## config.mk

```make
export PLATFORM = sky130hd
export DESIGN_NAME = beep_sequencer
export DESIGN_NICKNAME = d
export VERILOG_FILES = /design/src/rtl/beep_sequencer.sv
export SDC_FILE = /design/constraint.sdc
export NUM_CORES = 1
export LEC_CHECK = 0
export BUFFER_PORTS_ARGS = -buffer_cell sky130_fd_sc_hd__clkbuf_2
export CAP_MARGIN = 0
export CORE_ASPECT_RATIO = 1.5
export CORE_MARGIN = 2
export CORE_UTILIZATION = 60
export CTS_BUF_LIST = sky130_fd_sc_hd__clkbuf_8
export DETAILED_ROUTE_END_ITERATION = 7
export MAX_ROUTING_LAYER = met4
export PLACE_DENSITY = 0.89
export SLEW_MARGIN = 20
export SYNTH_ARGS = -nofsm -noshare
export SYNTH_HDL_FRONTEND = slang
export SYNTH_SLANG_ARGS = --single-unit
```

## constraint.sdc

```tcl
create_clock -name clk -period 2.9 [get_ports clk]
set_input_delay 0.29 -clock clk [delete_from_list [all_inputs] [get_ports clk]]
set_output_delay 0.29 -clock clk [all_outputs]
set_load 0.02 [all_outputs]
```

## src/rtl/beep_sequencer.sv

```systemverilog
`default_nettype none
// +--------------------------------------------------------------------------+
// | Module      : beep_sequencer                                             |
// | Description : Plays N tone bursts on a buzzer pin by driving a one-shot  |
// |               timer. Each on-interval and off-interval is programmed     |
// |               into timetogo, armed with a one-cycle countAct pulse, and  |
// |               completed when the timer raises fullflag.                  |
// | Ports       : clk, rst             clock, synchronous active-high reset  |
// |               start, stop          request / abort                       |
// |               beep_count, on_time, off_time   sequence settings          |
// |               busy, done, buzzer   status and tone output                |
// |               timetogo, countMode, countAct, fullflag   timer interface  |
// | Revision    : 1.0  initial release                                       |
// +--------------------------------------------------------------------------+
module beep_sequencer #(
    parameter int TW        = 32,
    parameter int NW        = 4,
    parameter int TONE_HALF = 25000
) (
    input  logic          clk,
    input  logic          rst,
    input  logic          start,
    input  logic          stop,
    input  logic [NW-1:0] beep_count,
    input  logic [TW-1:0] on_time,
    input  logic [TW-1:0] off_time,
    output logic          busy,
    output logic          done,
    output logic          buzzer,
    output logic [TW-1:0] timetogo,
    output logic          countMode,
    output logic          countAct,
    input  logic          fullflag
);

    localparam int            CW          = $clog2(TONE_HALF + 1);
    localparam logic [CW-1:0] c_TONE_LAST = CW'(TONE_HALF - 1);

    localparam logic [2:0] c_ST_IDLE     = 3'd0;
    localparam logic [2:0] c_ST_ARM_ON   = 3'd1;
    localparam logic [2:0] c_ST_WAIT_ON  = 3'd2;
    localparam logic [2:0] c_ST_ARM_OFF  = 3'd3;
    localparam logic [2:0] c_ST_WAIT_OFF = 3'd4;
    localparam logic [2:0] c_ST_ABORT    = 3'd5;
    localparam logic [2:0] c_ST_DONE     = 3'd6;

    logic [2:0]    r_state;
    logic [2:0]    w_state_nxt;
    logic [NW-1:0] r_remaining;
    logic [TW-1:0] r_t_on;
    logic [TW-1:0] r_t_off;
    logic [CW-1:0] r_tone_cnt;
    logic [CW-1:0] w_tone_nxt;
    logic          r_buzzer;
    logic          w_buzzer_nxt;
    logic          r_count_act;
    logic          w_count_act_nxt;
    logic [TW-1:0] r_timetogo;
    logic [TW-1:0] w_timetogo_nxt;
    logic          w_accept;
    logic [TW-1:0] w_on_clamped;
    logic [TW-1:0] w_off_clamped;

    // A zero interval would leave fullflag permanently high while the timer
    // idles, so intervals are clamped to at least one tick.
    assign w_on_clamped  = (on_time  == '0) ? TW'(1) : on_time;
    assign w_off_clamped = (off_time == '0) ? TW'(1) : off_time;
    assign w_accept      = (r_state == c_ST_IDLE) && start && (beep_count != '0);

    // State register
    always_ff @(posedge clk) begin
        if (rst) begin
            r_state <= c_ST_IDLE;
        end else begin
            r_state <= w_state_nxt;
        end
    end

    // Next-state logic; stop outranks fullflag-driven progress
    always_comb begin
        w_state_nxt = r_state;
        case (r_state)
            c_ST_IDLE: begin
                if (w_accept) w_state_nxt = c_ST_ARM_ON;
            end
            c_ST_ARM_ON: begin
                w_state_nxt = stop ? c_ST_ABORT : c_ST_WAIT_ON;
            end
            c_ST_WAIT_ON: begin
                // stop together with fullflag: the timer is already idle, so
                // there is nothing to drain
                if (stop && fullflag)     w_state_nxt = c_ST_IDLE;
                else if (stop)            w_state_nxt = c_ST_ABORT;
                else if (fullflag)        w_state_nxt = (r_remaining == NW'(1)) ? c_ST_DONE
                                                                                : c_ST_ARM_OFF;
            end
            c_ST_ARM_OFF: begin
                w_state_nxt = stop ? c_ST_ABORT : c_ST_WAIT_OFF;
            end
            c_ST_WAIT_OFF: begin
                if (stop && fullflag)     w_state_nxt = c_ST_IDLE;
                else if (stop)            w_state_nxt = c_ST_ABORT;
                else if (fullflag)        w_state_nxt = c_ST_ARM_ON;
            end
            c_ST_ABORT: begin
                // Let the running one-shot finish; a re-arm mid-count would be lost
                if (fullflag) w_state_nxt = c_ST_IDLE;
            end
            c_ST_DONE: begin
                w_state_nxt = c_ST_IDLE;
            end
            default: begin
                w_state_nxt = c_ST_IDLE;
            end
        endcase
    end

    // Output logic: status decodes plus next values of the registered outputs
    always_comb begin
        busy      = (r_state != c_ST_IDLE);
        done      = (r_state == c_ST_DONE);
        countMode = 1'b0;

        // Arm pulse and interval are loaded on the edge that enters ARM_*, so
        // both are valid during the ARM cycle and timetogo holds until the next arm.
        w_count_act_nxt = (w_state_nxt == c_ST_ARM_ON) || (w_state_nxt == c_ST_ARM_OFF);
        w_timetogo_nxt  = r_timetogo;
        if (w_state_nxt == c_ST_ARM_ON) begin
            w_timetogo_nxt = (r_state == c_ST_IDLE) ? w_on_clamped : r_t_on;
        end else if (w_state_nxt == c_ST_ARM_OFF) begin
            w_timetogo_nxt = r_t_off;
        end

        // Tone generation; a stop silences the buzzer on the very next edge
        w_buzzer_nxt = 1'b0;
        w_tone_nxt   = r_tone_cnt;
        case (r_state)
            c_ST_ARM_ON: begin
                if (!stop) begin
                    w_buzzer_nxt = 1'b1;
                    w_tone_nxt   = '0;
                end
            end
            c_ST_WAIT_ON: begin
                if (!stop) begin
                    if (r_tone_cnt == c_TONE_LAST) begin
                        w_buzzer_nxt = ~r_buzzer;
                        w_tone_nxt   = '0;
                    end else begin
                        w_buzzer_nxt = r_buzzer;
                        w_tone_nxt   = r_tone_cnt + CW'(1);
                    end
                end
            end
            default: begin
                w_buzzer_nxt = 1'b0;
            end
        endcase
    end

    // Datapath and registered outputs
    always_ff @(posedge clk) begin
        if (rst) begin
            r_remaining <= '0;
            r_t_on      <= TW'(1);
            r_t_off     <= TW'(1);
            r_tone_cnt  <= '0;
            r_buzzer    <= 1'b0;
            r_count_act <= 1'b0;
            r_timetogo  <= TW'(1);
        end else begin
            if (w_accept) begin
                r_remaining <= beep_count;
                r_t_on      <= w_on_clamped;
                r_t_off     <= w_off_clamped;
            end else if ((r_state == c_ST_WAIT_ON) && fullflag && !stop) begin
                r_remaining <= r_remaining - NW'(1);
            end
            r_tone_cnt  <= w_tone_nxt;
            r_buzzer    <= w_buzzer_nxt;
            r_count_act <= w_count_act_nxt;
            r_timetogo  <= w_timetogo_nxt;
        end
    end

    assign buzzer   = r_buzzer;
    assign countAct = r_count_act;
    assign timetogo = r_timetogo;

endmodule
`default_nettype wire

```

==> impl_metrics.tcl, run 1 <==
set metrics [dict create \
    status "finished, final reports clean" \
    path_delay_family "buffers and inverters" \
    cp-startpoint "r_state[0]$_SDFF_PP0_" \
    synth_edf_count 0 \
    slew_viol_final 0 \
    gr-usage-all-layers_pct 32.4 \
    io_pins 110 \
    vdd_ir_drop_max_v 0.000404 \
    nFillCells 648 \
    detail-route-antenna-nets 0 \
    cts_buffers 17 \
    syn_area_um2 5480 \
    cpPeakStageDelay_ns 0.44 \
    endpoint_kind "output port" \
    min_path_type "primary input to flop" \
    cts-htree-levels 4 \
    clock-root-buffer "clkbuf_8" \
    cts_setup_buffers 0 \
    syn-num-nets 784 \
    finalCritPeriodShare_pct 84.7 \
    setup_viol 0 \
    yosys_warnings 0 \
    synth_cell_types 47 \
    floorplan.initialDensity_pct 61.7 \
    clock_path_buffers 2 \
    synthTopCellsByCount "194 x nand2_1, 120 x dfxtp_1, 100 x a21oi_1" \
    postPlaceCellArea_um2 6010 \
    place_inst 881 \
    die_h_um 121 \
    antenna_cells 0 \
    finalHoldViolCount 0 \
    syn_inst 708 \
    regArea_um2 2400 \
    yosysMostFrequentCell "nand2_1" \
    p_per_area_nw_per_um2 731 \
    place_congestion 0.835 \
    crit_arrival_ns 2.16 \
    critPathRequiredTime_ns 2.61 \
    synth_area_leader_cell "dfxtp_1" \
    ys.flop_type "dfxtp_1" \
    rsz0062_at_grt "false" \
    worstReg2RegStart "r_tone_cnt[0]$_SDFFE_PP0P_" \
    nNetsFinal 866 \
    path_class "flop to output port" \
    crit_fanout 37 \
    portBuffers 108 \
    clock_sinks 120 \
    ys_seq_area_share_pct 43.8 \
    critPathMostFrequentCell "buf_4" \
    reg2reg_to "r_tone_cnt[2]$_SDFFE_PP0P_" \
    grt_antenna_before_repair 0 \
    hold_path_end "r_t_off[8]$_SDFFE_PP0P_" \
    grt_first_pass_wirelength_um 24200 \
    drt_iter0_drc 651 \
    timing.fmax_mhz 407 \
    worstHoldPathCells 3 \
    rr_worst_depth 6 \
    hold_ws_ns 0.0800 \
    via_per_inst 6.03 \
    crit_path_cell_trace "nor3_4, buf_4, clkinv_1, buf_4, clkbuf_2" \
    fin_cells 912 \
    grt-ovfl-total 0 \
    syn2layout_area_growth_pct 18.3 \
    die_w_um 82.0 \
    drc_errors 0 \
    vias 5496 \
    cp_slowest_cell "dfxtp_1" \
    r2r_slack_ns 0.47 \
    fin_skew_ns 0.00936 \
    fin_util_pct 73.0 \
    period_minus_slack_ns 2.45 \
    tightest_slew_ns 0.632 \
    insertion_delay_ns 0.44 \
    cts_tree "yes" \
    ys_ff_latch 120 \
    yosys.area.top_type_share_pct 43.8 \
    critPathBufInv 4 \
    dieArea_um2 9930 \
    relSlewSlack_pct 57.8 \
    core_um2 8880 \
    finalWirelength_um 15100 \
    ctsHoldBuffers 0 \
    grt_max_degree 64 \
    drive_gt1_share_pct 20.3 \
    dr.pass1.iters 5 \
    hold_path_startpoint "off_time[8]" \
    power_leakage_nw 2.62 \
    avgSynthCellArea_um2 7.74 \
    num_rows 42 \
    cts_resized 0 \
    grt_pass1_vias 5295 \
    maxCapViolations 0 \
    fin_area_um2 6480 \
    startpoint_type "flop" \
    dp_hpwl_um 10400 \
    p_total_mw 4.74 \
    netlist_top_cells_area "dfxtp_1 44%, nand2_1 13%, a21oi_1 9.1%" \
    dp_slack_ns 0.522 \
    async_reset_ff_share_pct 0 \
    avgRoutedWirePerCell_um 16.5 \
    multi_input_area_um2 2780 \
    clk_pin_slew_ns 0.08 \
    fin_ws_ns 0.445 \
    fin_tns_setup_ns 0 \
]
-- placed cells by master (no fill, tap or decap), drive strengths merged, types with 12 or more instances in the layout --
master   synthesis  routed
nor4            17      17
a21oi          101     101
dfxtp          120     120
o21ai           38      38
buf             39      14
nand2          194     194
nor2            29      29
xor2            12      12
nand3           42      42
clkbuf          19     125
o2111ai         31      31
-- how the worst max path moves through the flow --
stage	end	slack (ns)	cells after the start
4_1_cts	busy	0.45	5
2_1_floorplan	r_tone_cnt[0]$_SDFFE_PP0P_	1.12	7
3_5_place_dp	r_tone_cnt[4]$_SDFFE_PP0P_	0.52	6
5_1_grt	r_tone_cnt[6]$_SDFFE_PP0P_	0.25	6
3_3_place_gp	timetogo[0]$_SDFFE_PP1P_	0.69	6
6_report	busy	0.45	5
-- area by class of cell --
cell class,count,area share [%]
inverter,4,0.232
multi-input combinational,526,42.8
sequential,120,37.0
clock buffer,18,3.82
tap,110,2.12
timing repair buffer,121,10.5
clock inverter,13,3.49
-- cell families after synthesis --
logic type	Yosys count	share of synthesized area, %
adder cells (fa/ha/maj)	3	0.685
other	1	0.0684
multiplexers	1	0.183
AND/OR/NAND/NOR	320	26.5
XOR/XNOR	17	2.72
buffers and inverters	62	5.71
flip-flops	120	43.8
AO/OA/AOI/OAI	184	20.3
-- per-layer routing --
layer | vias to the layer above | track usage (%) | share of wire (%)
met4 | 0 | 18.3 | 5.0
met2 | 232 | 52.4 | 52
met1 | 2541 | 36.2 | 38
met3 | 67 | 7.37 | 5.6
li1 | 2656 | - | -
met5 | - | - | 0
-- worst register-to-register path: stages, from the launching register on --
cell	delay (ns)
dfxtp_1	0.45
ha_1	0.31
nor4bb_1	0.45
nand4_1	0.27
o21ai_0	0.28
a21o_1	0.44
nor2_1	0.10
-- where the power goes --
| group | internal (mW) | leakage, nW | switching, mW |
|---|---|---|---|
| logic | 0.352 | 1.41 | 0.678 |
| clock network | 1.12 | 0.231 | 0.675 |
| registers | 1.81 | 0.982 | 0.103 |
| total | 3.28 | 2.62 | 1.46 |
-- sequential cells by signal, summed over array words and instances (netlist names) --
register     cells
r_state          3
r_t_off         32
r_t_on          32
r_tone_cnt      15
buzzer           1
timetogo        32
r_remaining      4
countAct         1
Power figures use the tool's default switching activity.
==> run 2: changes to the inputs <==
--- a/config.mk
+++ b/config.mk
@@ -9,11 +9,11 @@
 export CAP_MARGIN = 0
 export CORE_ASPECT_RATIO = 1.5
 export CORE_MARGIN = 2
-export CORE_UTILIZATION = 60
+export CORE_UTILIZATION = 51
 export CTS_BUF_LIST = sky130_fd_sc_hd__clkbuf_8
 export DETAILED_ROUTE_END_ITERATION = 7
 export MAX_ROUTING_LAYER = met4
-export PLACE_DENSITY = 0.89
+export PLACE_DENSITY = 0.81
 export SLEW_MARGIN = 20
 export SYNTH_ARGS = -nofsm -noshare
 export SYNTH_HDL_FRONTEND = slang
==> constraint.sdc (replaced) <==
create_clock -name clk -period 2.1 [get_ports clk]
set_input_delay 0.21 -clock clk [delete_from_list [all_inputs] [get_ports clk]]
set_output_delay 0.21 -clock clk [all_outputs]
set_load 0.02 [all_outputs]
==> run 2 against run 1 <==
  * Core utilization is 11 points lower
  * Wire length increased by 6.6%
  * Clock skew increased by 0.0019 ns
  * Largest cell class unchanged
==> impl_metrics.tcl, run 2 (same netlist as run 1, synthesis figures left out) <==
set metrics [dict create \
    status "finished, final reports clean" \
    fin_skew_ns 0.0113 \
    finalCritPeriodShare_pct 97.0 \
    syn2layout_area_growth_pct 20.0 \
    nNetsFinal 875 \
    avgRoutedWirePerCell_um 16.8 \
    postPlaceCellArea_um2 6140 \
    grt_pass1_vias 5111 \
    critPathRequiredTime_ns 2.45 \
    gr-usage-all-layers_pct 27.5 \
    slew_viol_final 0 \
    fin_tns_setup_ns 0 \
    io_pins 110 \
    via_per_inst 5.89 \
    grt_max_degree 68 \
    maxCapViolations 0 \
    die_h_um 131 \
    clock-root-buffer "clkbuf_8" \
    relSlewSlack_pct 51.8 \
    clock_path_buffers 2 \
    place_congestion 0.853 \
    layout_commonest_cell "nand2_1" \
    nFillCells 915 \
    clock_sinks 120 \
    floorplan.initialDensity_pct 52.0 \
    drc_errors 0 \
    antenna_cells 0 \
    tightest_slew_ns 0.724 \
    core_um2 10500 \
    num_rows 46 \
    crit_fanout 10 \
    path_class "flop to flop" \
    vias 5628 \
    dp_hpwl_um 10500 \
    drt_iter0_drc 555 \
    grt_antenna_before_repair 0 \
    dieArea_um2 11600 \
    portBuffers 108 \
    die_w_um 88.7 \
    setup_viol 0 \
    drive_gt1_share_pct 21.6 \
    rsz0062_at_grt "false" \
    dr.pass1.iters 5 \
    cts_buffers 17 \
    insertion_delay_ns 0.43 \
    endpoint_kind "flop" \
    startpoint_type "flop" \
    timing.fmax_mhz 491 \
    finalHoldViolCount 0 \
    fin_util_pct 62.5 \
    crit_path_cell_trace "ha_1, nand4bb_1, a21oi_4, o311a_4, buf_4, o21ai_1, a21oi_1" \
    hold_ws_ns 0.0146 \
    cp_slowest_cell "dfxtp_1" \
    detail-route-antenna-nets 0 \
    cts-htree-levels 4 \
    finalWirelength_um 16000 \
    grt_first_pass_wirelength_um 24300 \
    period_minus_slack_ns 2.04 \
    vdd_ir_drop_max_v 0.000510 \
    layout_common_cells "194 x nand2_1, 118 x dfxtp_1, 107 x clkbuf_2" \
    fin_area_um2 6580 \
    grt-ovfl-total 0 \
    crit_arrival_ns 2.39 \
    cpPeakStageDelay_ns 0.43 \
    min_path_type "primary input to flop" \
    clk_pin_slew_ns 0.08 \
    power_leakage_nw 2.64 \
    cts_tree "yes" \
    p_per_area_nw_per_um2 942 \
]
run 2: cell types whose count changed in the layout (fill, tap and decap cells not counted), moves of 2 or more:
cell / before / now
bufinv_16: 6 / 2
buf_12: 3 / 6
buf_4: 11 / 14
a21o_2: 0 / 2
clkinvlp_4: 3 / 5
dfxtp_1: 120 / 118
dfxtp_2: 0 / 2
run 2: worst max-delay path: cells and delay by family, from the launching register on:
| kind | cells | cell delay, ns |
|---|---|---|
| adder cells (fa/ha/maj) | 1 | 0.19 |
| buffers and inverters | 1 | 0.20 |
| AND/OR/NAND/NOR | 1 | 0.22 |
| AO/OA/AOI/OAI | 4 | 0.93 |
| flip-flops | 1 | 0.43 |
run 2: timing repair:
item,CTS,global route
buffers inserted,0,0
setup endpoints to repair,0,31
hold endpoints to repair,1,0
hold buffers,1,0
gates resized for setup,0,8
run 2: where the power goes:
| part | leakage, nW | switching, mW | internal [mW] |
|---|---|---|---|
| clock network | 0.191 | 0.928 | 1.10 |
| logic | 1.46 | 0.988 | 0.538 |
| registers | 0.983 | 0.142 | 2.50 |
run 2: layer usage:
layer | GRT usage (%) | wire length [µm] | up-vias
met5 | - | 0 | -
met4 | 13.5 | 701 | 0
met3 | 5.90 | 1100 | 63
met2 | 43.9 | 8110 | 240
met1 | 32.5 | 6130 | 2655
li1 | - | - | 2670
run 2: path summary, 6_finish.rpt:
check	start	endpoint	slack, ns	cells after the start
worst max-delay path	r_remaining[0]$_SDFFE_PP0P_	timetogo[3]$_SDFFE_PP0P_	0.06	7
worst min-delay path	off_time[26]	r_t_off[26]$_SDFFE_PP0P_	0.01	3
worst max register to register	r_remaining[0]$_SDFFE_PP0P_	timetogo[3]$_SDFFE_PP0P_	0.06	7
worst min register to register	r_t_on[23]$_SDFFE_PP0P_	r_t_on[23]$_SDFFE_PP0P_	0.46	2
run 2: layout make-up:
class | instances | area [µm²] | area share [%]
Inverter | 4 | 15.0 | 0.228
Clock inverter | 13 | 130 | 1.98
Sequential cell | 120 | 2400 | 36.6
Multi-Input combinational cell | 528 | 2820 | 42.8
Tap cell | 144 | 180 | 2.74
Clock buffer | 19 | 262 | 3.97
Timing Repair Buffer | 128 | 771 | 11.7
run 2: through the flow:
stage	instances	total power [mW]	worst slack (ns)
after detailed placement	921	4.15	0.0351
after global placement	921	4.10	0.144
after global routing	956	6.48	0.0181
final	956	6.20	0.0628
after CTS	954	6.16	0.0223
after floorplan	708	3.65	0.319
==> run 3: changes to the inputs <==
--- a/config.mk
+++ b/config.mk
@@ -12,6 +12,7 @@
 export CORE_UTILIZATION = 51
 export CTS_BUF_LIST = sky130_fd_sc_hd__clkbuf_8
 export DETAILED_ROUTE_END_ITERATION = 7
+export HOLD_SLACK_MARGIN = 0.05
 export MAX_ROUTING_LAYER = met4
 export PLACE_DENSITY = 0.81
 export SLEW_MARGIN = 20
==> run 3 against run 2 <==
  * Clock skew grew 0.0021 ns
  * Critical endpoint is now timetogo[22]$_SDFFE_PP0P_
  * Clock power barely moved
  * Clock-buffer cell count unchanged
  * Core utilization up 6.0 points
  * Setup slack got worse by 0.031 ns
  * Register-to-register slack worse by 0.03 ns
  * Sequential power about the same
  * Fmax shrank 1.5%
==> impl_metrics.tcl, run 3 (same netlist as run 1, synthesis figures left out) <==
set metrics [dict create \
    finalHoldViolCount 0 \
    avgRoutedWirePerCell_um 17.0 \
    dr.pass1.iters 7 \
    via_per_inst 5.89 \
    cts_tree "yes" \
    hold_path_startpoint "beep_count[3]" \
    power_leakage_nw 2.90 \
    portBuffers 108 \
    multi_input_area_um2 2820 \
    rsz0062_at_grt "false" \
    syn2layout_area_growth_pct 31.5 \
    clock-root-buffer "clkbuf_8" \
    vdd_ir_drop_max_v 0.000533 \
    timing.fmax_mhz 483 \
    rr_worst_depth 8 \
    postPlaceCellArea_um2 6140 \
    crit_fanout 21 \
    vias 5994 \
    clk_pin_slew_ns 0.08 \
    core_um2 10500 \
    io_pins 110 \
    cp_slowest_cell "o311ai_4" \
    path_class "flop to flop" \
    fin_cells 1018 \
    grt_max_degree 68 \
    dp_hpwl_um 10500 \
    drc_errors 0 \
    fin_ws_ns 0.0314 \
    drt_iter0_drc 561 \
    nNetsFinal 937 \
    regArea_um2 2400 \
    num_rows 46 \
    r2r_slack_ns 0.03 \
    switchingPower_mw 2.11 \
    grt_pass1_vias 5559 \
    gr-usage-all-layers_pct 29.7 \
    die_w_um 88.7 \
    grt_antenna_before_repair 0 \
    drive_gt1_share_pct 20.4 \
    comb_power_share_pct 25.9 \
    antenna_cells 0 \
    crit_arrival_ns 2.43 \
    fin_area_um2 7210 \
    clockPowerShare_pct 32.4 \
    finalWirelength_um 17300 \
    min_path_type "primary input to flop" \
    endpoint_kind "flop" \
    floorplan.initialDensity_pct 52.0 \
    cellInternalPower_mw 4.22 \
    relSlewSlack_pct 50.5 \
    period_minus_slack_ns 2.07 \
    clock_sinks 120 \
    maxCapViolations 0 \
    setup_viol 0 \
    cts-htree-levels 4 \
    slew_viol_final 0 \
    place_congestion 0.853 \
    fin_tns_setup_ns 0 \
    p_total_mw 6.33 \
    power_frac_seq_pct 41.7 \
    fin_skew_ns 0.0134 \
    die_h_um 131 \
    dp_slack_ns 0.0351 \
    nFillCells 811 \
    cpPeakStageDelay_ns 0.43 \
    tightest_slew_ns 0.743 \
    critPathRequiredTime_ns 2.46 \
    hold_path_end "r_remaining[3]$_SDFFE_PP0P_" \
    grt_first_pass_wirelength_um 26300 \
    grt-ovfl-total 0 \
    crit_path_cell_trace "inv_1, ha_1, nand4bb_1, a21oi_4, o311ai_4, buf_12, o2111ai_1, a21oi_2" \
    worstReg2RegStart "r_remaining[1]$_SDFFE_PP0P_" \
    reg2reg_to "timetogo[22]$_SDFFE_PP0P_" \
    worstHoldPathCells 3 \
    layout_commonest_cell "nand2_1" \
    cts_buffers 17 \
    layout_common_cells "194 x nand2_1, 118 x dfxtp_1, 107 x clkbuf_2" \
    insertion_delay_ns 0.43 \
    clock_path_buffers 2 \
    detail-route-antenna-nets 0 \
    startpoint_type "flop" \
    switching_share_pct 33.4 \
    p_per_area_nw_per_um2 879 \
    dieArea_um2 11600 \
    finalCritPeriodShare_pct 98.5 \
    status "finished, final reports clean" \
    place_inst 921 \
]
run 3: critical path: cells and delay by family (launching register included):
kind,cells,cell delay [ns]
AO/OA/AOI/OAI,4,0.96
flip-flops,1,0.36
AND/OR/NAND/NOR,1,0.20
buffers and inverters,2,0.29
adder cells (fa/ha/maj),1,0.19
run 3: routing by layer:
layer  GRT usage [%]  vias up  share of wire (%)  wire [µm]
met5               -        -                  0          0
met4            15.8        0                5.0        872
met3            6.66       79                6.0       1050
met2            47.9      300                 51       8870
met1            33.9     2825                 38       6500
li1                -     2790                  -          -
run 3: how the worst max path moves through the flow:
stage                                            from                          to  slack [ns]  depth (start not counted)
after global placement     r_tone_cnt[0]$_SDFFE_PP0P_  r_tone_cnt[2]$_SDFFE_PP0P_        0.14                          6
after floorplan            r_tone_cnt[0]$_SDFFE_PP0P_  r_tone_cnt[0]$_SDFFE_PP0P_        0.32                          7
after CTS                  r_tone_cnt[0]$_SDFFE_PP0P_  r_tone_cnt[9]$_SDFFE_PP0P_        0.02                          6
final                     r_remaining[1]$_SDFFE_PP0P_   timetogo[22]$_SDFFE_PP0P_        0.03                          8
after global routing      r_remaining[1]$_SDFFE_PP0P_   timetogo[22]$_SDFFE_PP0P_      0.0009                          8
after detailed placement   r_tone_cnt[0]$_SDFFE_PP0P_  r_tone_cnt[6]$_SDFFE_PP0P_        0.04                          6
run 3: cell type report:
cell class,instances,area share (%)
Multi-Input combinational cell,527,39.1
Sequential cell,120,33.4
Clock inverter,13,1.81
Clock buffer,19,3.63
Timing Repair Buffer,191,19.4
Tap cell,144,2.50
Inverter,4,0.208
run 3: what timing repair did:
action | CTS | global route
endpoints found under the hold margin | 62 | 0
hold buffers | 62 | 0
gates resized for setup | 0 | 8
endpoints found under the setup margin | 0 | 32
buffers inserted | 0 | 2
run 3: power by group through the flow:
stage | logic [mW] | clock network (mW) | registers, mW
final | 1.64 | 2.05 | 2.64
after global routing | 1.78 | 2.16 | 2.66
after CTS | 1.56 | 2.05 | 2.63
after detailed placement | 1.47 | 0 | 2.68
after global placement | 1.42 | 0 | 2.67
after floorplan | 0.894 | 0 | 2.75
run 3: per-stage QoR:
stage | util (%) | hold slack [ns]
floorplan | - | 0.346
global placement | 58.3 | 0.442
detailed placement | 58.3 | 0.447
CTS | 67.9 | 0.0522
global route | 68.4 | 0.0647
finish | 68.4 | 0.0599
